### src/rtl/cmd_dispatcher.sv
// Timed command dispatcher: pops 80-bit commands, waits for their start time, issues them to a controller.
// Latency: pop -> capture -> time compare -> issue, so out_valid rises no earlier than 3 cycles after the pop.
// Backpressure: out_valid holds until out_ack or ACK_TIMEOUT cycles elapse; no new pop until back in IDLE.
module cmd_dispatcher #(
    parameter int unsigned ACK_TIMEOUT = 255
) (
    input  logic        clk,
    input  logic        rst,
    input  logic        enable,
    input  logic [31:0] global_clock,
    input  logic [79:0] cmd_fifo_data_out,
    input  logic        cmd_fifo_empty,
    output logic        cmd_fifo_rd_en,
    output logic [7:0]  out_addr,
    output logic [7:0]  out_cmd,
    output logic [31:0] out_data,
    output logic        out_valid,
    input  logic        out_ack,
    output logic        busy,
    output logic [15:0] dispatched_count,
    output logic [15:0] late_count,
    output logic        timeout_err
);

    typedef enum logic [1:0] {
        IDLE      = 2'd0,
        LOAD      = 2'd1,
        WAIT_TIME = 2'd2,
        ISSUE     = 2'd3
    } state_t;

    // Last ISSUE cycle index; the command times out when the counter sits here with no ack.
    localparam logic [15:0] TMO_LAST = 16'(ACK_TIMEOUT - 1);

    state_t      state_q, state_d;
    logic [7:0]  addr_q, addr_d;
    logic [7:0]  cmd_q, cmd_d;
    logic [31:0] start_q, start_d;
    logic [31:0] data_q, data_d;
    logic [15:0] tmo_cnt_q, tmo_cnt_d;
    logic [15:0] dispatched_q, dispatched_d;
    logic [15:0] late_q, late_d;
    logic        terr_q, terr_d;
    logic        rd_en_c;

    // Next-state, capture and counter update logic.
    always_comb begin
        state_d      = state_q;
        addr_d       = addr_q;
        cmd_d        = cmd_q;
        start_d      = start_q;
        data_d       = data_q;
        tmo_cnt_d    = 16'd0;
        dispatched_d = dispatched_q;
        late_d       = late_q;
        terr_d       = terr_q;
        rd_en_c      = 1'b0;

        case (state_q)
            IDLE: begin
                if (enable && !cmd_fifo_empty) begin
                    rd_en_c = 1'b1;
                    state_d = LOAD;
                end
            end
            LOAD: begin
                // FIFO data is valid the cycle after the pop strobe.
                addr_d  = cmd_fifo_data_out[79:72];
                cmd_d   = cmd_fifo_data_out[71:64];
                start_d = cmd_fifo_data_out[63:32];
                data_d  = cmd_fifo_data_out[31:0];
                state_d = WAIT_TIME;
            end
            WAIT_TIME: begin
                // Plain unsigned compare: a start time behind the time base issues at once.
                if (global_clock >= start_q) begin
                    state_d = ISSUE;
                    if (global_clock > start_q && late_q != 16'hFFFF) begin
                        late_d = late_q + 16'd1;
                    end
                end
            end
            ISSUE: begin
                tmo_cnt_d = tmo_cnt_q + 16'd1;
                // Ack wins over a timeout landing on the same cycle.
                if (out_ack) begin
                    state_d = IDLE;
                    if (dispatched_q != 16'hFFFF) begin
                        dispatched_d = dispatched_q + 16'd1;
                    end
                end else if (tmo_cnt_q == TMO_LAST) begin
                    state_d = IDLE;
                    terr_d  = 1'b1;
                end
            end
            default: state_d = IDLE;
        endcase
    end

    // State and datapath registers with synchronous reset.
    always_ff @(posedge clk) begin
        if (rst) begin
            state_q      <= IDLE;
            addr_q       <= 8'd0;
            cmd_q        <= 8'd0;
            start_q      <= 32'd0;
            data_q       <= 32'd0;
            tmo_cnt_q    <= 16'd0;
            dispatched_q <= 16'd0;
            late_q       <= 16'd0;
            terr_q       <= 1'b0;
        end else begin
            state_q      <= state_d;
            addr_q       <= addr_d;
            cmd_q        <= cmd_d;
            start_q      <= start_d;
            data_q       <= data_d;
            tmo_cnt_q    <= tmo_cnt_d;
            dispatched_q <= dispatched_d;
            late_q       <= late_d;
            terr_q       <= terr_d;
        end
    end

    // The pop strobe is combinational from IDLE, so it is masked while reset is held.
    assign cmd_fifo_rd_en   = rd_en_c && !rst;
    assign out_valid        = (state_q == ISSUE);
    assign busy             = (state_q != IDLE);
    assign out_addr         = addr_q;
    assign out_cmd          = cmd_q;
    assign out_data         = data_q;
    assign dispatched_count = dispatched_q;
    assign late_count       = late_q;
    assign timeout_err      = terr_q;

endmodule
### config.mk
export PLATFORM = sky130hd
export DESIGN_NAME = cmd_dispatcher
export DESIGN_NICKNAME = d
export VERILOG_FILES = /design/src/rtl/cmd_dispatcher.sv
export SDC_FILE = /design/constraint.sdc
export NUM_CORES = 1
export LEC_CHECK = 0
export ABC_AREA = 1
export ABC_CLOCK_PERIOD_IN_PS = 3100
export BUFFER_PORTS_ARGS = -buffer_cell sky130_fd_sc_hd__buf_2
export CAP_MARGIN = 20
export CELL_PAD_IN_SITES_DETAIL_PLACEMENT = 0
export CELL_PAD_IN_SITES_GLOBAL_PLACEMENT = 1
export CORE_ASPECT_RATIO = 0.75
export CORE_MARGIN = 2
export CORE_UTILIZATION = 40
export CTS_BUF_LIST = sky130_fd_sc_hd__clkbuf_4 sky130_fd_sc_hd__clkbuf_8
export CTS_CLUSTER_SIZE = 14
export DETAILED_ROUTE_END_ITERATION = 6
export PLACE_DENSITY = 0.93
export SKIP_LAST_GASP = 1
export SLEW_MARGIN = 20
export SYNTH_ARGS = -nofsm -noshare
export SYNTH_HDL_FRONTEND = slang
export SYNTH_SLANG_ARGS = --single-unit
export TNS_END_PERCENT = 20
### constraint.sdc
create_clock -name clk -period 3.1 [get_ports clk]
set_input_delay 0.31 -clock clk [delete_from_list [all_inputs] [get_ports clk]]
set_output_delay 0.31 -clock clk [all_outputs]
set_load 0.01 [all_outputs]
==> After elaboration in Yosys (flattened, before gate mapping) <==
Index checks and enable logic that the tools add are counted.
{ "word_totals": {"out_inout_bits": 84, "wordCells": 44, "inputBits": 117, "ff_bits": 131} }
{ "op_classes": {"n_lt_le_gt_ge": 2, "bitwise": 2, "n_reduce_logical": 12, "add_sub_neg": 3, "mux": 7, "n_eq_ne": 9} }
{ "op_table": {"columns": ["cell", "count"], "rows": [
  ["$add A16 B1 Y16 const B", 3],
  ["$ge A32 B32 Y1", 1],
  ["$gt A32 B32 Y1", 1],
  ["$ne A16 B16 Y1 const B", 2],
  ["$eq A16 B8 Y1 const B", 1],
  ["$reduce_and A3 Y1", 4],
  ["$mux W2", 4],
  ["$pmux W2 S4", 1],
  ["$eq A2 B2 Y1 const B", 2],
  ["$ne A2 B2 Y1 const B", 2],
  ["$logic_and A1 B1 Y1", 3],
  ["$ne A3 B1 Y1 const B", 1],
  ["$eq A2 B1 Y1 const B", 1],
  ["$logic_not A1 Y1", 2],
  ["$logic_not A2 Y1", 1],
  ["$mux W1", 2],
  ["$not A1 Y1", 2],
  ["$reduce_bool A2 Y1", 1],
  ["$reduce_or A2 Y1", 1]
]} }

==> Longest topological paths before layout <==
{ "logic_depth": {"word_depth": 5, "mapped_depth": 17, "depth_no_buf": 17} }

==> Worst setup path after synthesis <==
No wires, ideal clock.
{ "synth_timing": {"kind": "register -> register", "start": "register start_q[19]", "end": "register late_q[5], in the netlist late_count[5]", "path_slack_ns": 1.402, "arrival_ns": 1.562, "setup_ns": 0.136, "path_buffers": 1, "synth_period_minus_slack_ns": 1.698, "stages_incl_launch_ff": 12, "required_time_ns": 2.964, "cell_sequence": "dfxtp_1 -> inv_1 -> ha_1 -> a21oi_1 -> nand3_1 -> nand2_1 -> nand2_1 -> a21oi_1 -> nand2_2 -> buf_2 -> nand3_1 -> a21oi_2"} }
{ "synth_via": {"elab_chain_cells": 3, "word_cells_on_any_way": 4, "cone_classes": "order compare (2); reduce/logical (2)"} }
{ "synth_lines": {"columns": ["element", "line_no", "source"], "rows": [
  ["start, declared", "38", "logic [31:0] start_q, start_d;"],
  ["start signal, assigned", "116", "start_q <= start_d;"],
  ["$gt A32 B32 Y1", "78", "if (global_clock > start_q && late_q != 16'hFFFF) begin"],
  ["$logic_and A1 B1 Y1", "78", null],
  ["$reduce_and A3 Y1 (no source line) (*)", null, null],
  ["end signal, assigned", "120", "late_q <= late_d;"],
  ["end, declared", "42", "logic [15:0] late_q, late_d;"]
]} }
Every way passes the cells marked *; elsewhere a longest branch is shown, timed or not.
A chain may end at the register's enable or synchronous reset.

==> Final worst setup path <==
{ "layout_timing": {"start": "register dispatched_q[0], in the netlist dispatched_count[0]", "end": "register dispatched_q[14], in the netlist dispatched_count[14]"} }
{ "layout_via": {"elab_chain_cells": 2, "word_cells_on_any_way": 3, "cone_classes": "add/sub (1); eq/ne (1); reduce/logical (1)"} }
{ "layout_lines": {"columns": ["element", "line_no", "source"], "rows": [
  ["start, declared", "41", "logic [15:0] dispatched_q, dispatched_d;"],
  ["start signal, assigned", "119", "dispatched_q <= dispatched_d;"],
  ["parallel branches: the longest is 2 deep, another holds $add A16 B1 Y16", null, null]
]} }
Several ways; the timed one is not identified.

==> flow_metrics.tcl <==
set metrics [dict create \
    fp-row-count 39 \
    io_pins 201 \
    yosysSeqAreaShare_pct 42.0 \
    core_area_mm2 0.0153 \
    hold_viol 0 \
    drt_iter0_drc 280 \
    finalPower_w 0.00566 \
    dieWidth_um 148 \
    min_to "out_data[22]" \
    worstRegToRegCells 11 \
    worstPathCellList "ha_1 -> nand3_1 -> nor2_1 -> nand3_1 -> nand2_1 -> inv_2 -> nand2_1 -> nor2_1 -> nand3_1 -> o21ai_1 -> nor2_1" \
    slew_violations 0 \
    vdd_drop_max_v 0.000422 \
    crit_buf_inv 1 \
    grtUsageTotal_pct 19.5 \
    fin_crit_ns 2.14 \
    start_util_pct 40.9 \
    crit_family "simple AND/OR/NAND/NOR gates" \
    worst_setup_path_end_kind "flip-flop" \
    synthFlopType "dfxtp_1" \
    synthCells 850 \
    worst-r2r-setup-slack_ns 0.96 \
    antenna_cells 0 \
    r2r_end "dispatched_count[14]" \
    ys_top_cells_by_area "dfxtp_1 (42%), nor2_1 (9.2%), ha_1 (8.0%)" \
    hpwl_um 11400 \
    yosysTopAreaCell "dfxtp_1" \
    hold_buffers 0 \
    syn_nets 1007 \
    drv_cap 0 \
    hold_path.startpoint "cmd_fifo_data_out[22]" \
    avgSynthCellArea_um2 7.35 \
    cts_buffers 17 \
    worstSkewPairLatency_ns 0.44 \
    route.detailed.drc 0 \
    dr.pass1.iters 4 \
    setup_violations 0 \
    synth_area_mm2 0.00625 \
    wl_per_cell_um 12.6 \
    min_path_type "in -> reg" \
    ys_async_sr_fraction_pct 0 \
    grt_max_degree 67 \
    critical_path.slowest_cell "dfxtp_1" \
    place.gp.congestion 0.838 \
    tns_ns 0 \
    path_max_fanout 11 \
    arrival_ns 2.47 \
    die-area_mm2 0.0167 \
    grt_pass1_vias 5722 \
    die_h_um 112 \
    antenna_found_initial 0 \
    grt-ovfl-total 0 \
    synth_cell_types 33 \
    slowest_delay_ns 0.35 \
    synthToLayoutAreaGrowth_pct 25.9 \
    port_buffers 200 \
    grt_pass1_wl_um 26400 \
    root_buffer "clkbuf_8" \
    nNetsFinal 1199 \
    cts_max_level 4 \
    placed_cell_area_mm2 0.00743 \
    p_per_area_mw_per_mm2 719 \
    dp_slack_ns 0.868 \
    clkTransAtPathRegs_ns 0.08 \
    worst_pin_slew_ns 0.717 \
    layout_setup_ws_ns 0.960 \
    cp-start-kind "flip-flop" \
    routed_wirelength_um 15900 \
    synth_top_cell_area_share_pct 42.0 \
    ant_nets 0 \
    finalClockSkew_ns 0.0156 \
    cts_tree "built" \
    synth-edff-count 0 \
    worst_ep_required_time_ns 3.43 \
    holdWs_ns 0.0802 \
    relSlewSlack_pct 52.1 \
    p_leak_nw 3.63 \
    outcome "completed" \
    yosysWarnings 0 \
    vias 5971 \
    rsz0062_at_grt "no" \
    synth_seq_cells 131 \
    fin_crit_sh_pct 69.0 \
    critical_path_class "reg -> reg" \
    cts.sinks 131 \
    avgViaCountPerCell 4.74 \
    r2r_start "dispatched_count[0]" \
    max_freq_mhz 467 \
    ctsResizeCount 0 \
    cts_max_path_buffers 2 \
    holdPathStages 3 \
    post_cts_buffers 0 \
    final_cell_area_mm2 0.00787 \
    drive_gt1_share_pct 25.0 \
]
layout by cell type, fill, tap and decap left out, types with 5 or more instances in the layout:
cell type and count:
nand4_1 10, xor2_1 17, inv_1 95, a21oi_2 10
ha_1 40, nand2_2 5, nor2_1 154, buf_4 6
buf_2 200, o21ai_0 92, nand2_1 106, clkbuf_8 19
dfxtp_1 131, nor3_1 18, a21oi_1 70, nand3_1 37
worst max-delay path by stage:
stage	from	endpoint	slack, ns	cells after the start
2_1_floorplan	start_q[19]	late_count[5]	1.40	11
3_3_place_gp	global_clock[19]	late_count[1]	0.89	12
3_5_place_dp	global_clock[19]	late_count[1]	0.87	12
4_1_cts	start_q[19]	late_count[0]	0.95	12
5_1_grt	start_q[19]	late_count[0]	0.68	12
6_report	dispatched_count[0]	dispatched_count[14]	0.96	11
layer usage:
metal | wire, µm | track usage, % | share of wire [%]
met5 | 0 | 0 | 0
met4 | 201 | 5.90 | 1.3
met3 | 1170 | 6.59 | 7.3
met2 | 6790 | 31.4 | 43
met1 | 7770 | 25.0 | 49
kinds of logic (layout without fill, tap and decap cells):
family | Yosys count | after routing | share of synthesized area [%]
adders and majority gates | 40 | 40 | 8.01
buffers and inverters | 132 | 337 | 8.25
DFF | 131 | 131 | 42.0
xor gates and xnor gates | 20 | 20 | 2.80
and+or+nand+nor | 344 | 344 | 23.4
AOI/OAI and AO/OA | 183 | 183 | 15.6
cells in the mapped netlist (17+ instances only):
cell      count
a21oi_1      70
dfxtp_1     131
nor2_1      154
ha_1         40
xor2_1       17
nor3_1       18
inv_1        97
nand3_1      37
clkbuf_1     29
o21ai_0      92
nand2_1     106
per-stage QoR:
| stage | std cells | util [%] |
|---|---|---|
| 4_1_cts | 1260 | 51.5 |
| 3_5_place_dp | 1228 | 48.6 |
| 5_1_grt | 1260 | 51.5 |
| 2_1_floorplan | 850 | - |
| 6_report | 1260 | 51.5 |
| 3_3_place_gp | 1228 | 48.6 |
where the power goes:
part / total, W / switching, W / internal [W]
Clock: 0.00161 / 0.000696 / 0.000916
Combinational: 0.00182 / 0.00116 / 0.000656
Sequential: 0.00223 / 0.000162 / 0.00207
area by class of cell:
| type | instances | area (µm²) |
|---|---|---|
| inverters | 98 | 368 |
| flip-flops and latches | 131 | 2620 |
| repair buffers | 207 | 1070 |
| clock inverters | 13 | 183 |
| fillers | 1508 | 7400 |
| clock buffers | 19 | 262 |
| multi-input cells | 587 | 3110 |
| well taps | 205 | 256 |
flip-flops by register name, indices dropped and copies added (netlist names):
| register | cells |
|---|---|
| late_count | 16 |
| out_data | 32 |
| start_q | 32 |
| state_q | 2 |
| dispatched_count | 16 |
| out_cmd | 8 |
| out_addr | 8 |
| timeout_err | 1 |
| tmo_cnt_q | 16 |
worst register-to-register path, stage by stage (launching register included):
cell and delay (ns):
dfxtp_1 0.35, ha_1 0.23, nand3_1 0.13, nor2_1 0.07
nand3_1 0.06, nand2_1 0.24, inv_2 0.21, nand2_1 0.09
nor2_1 0.31, nand3_1 0.16, o21ai_1 0.14, nor2_1 0.05
Power figures use the tool's default switching activity.
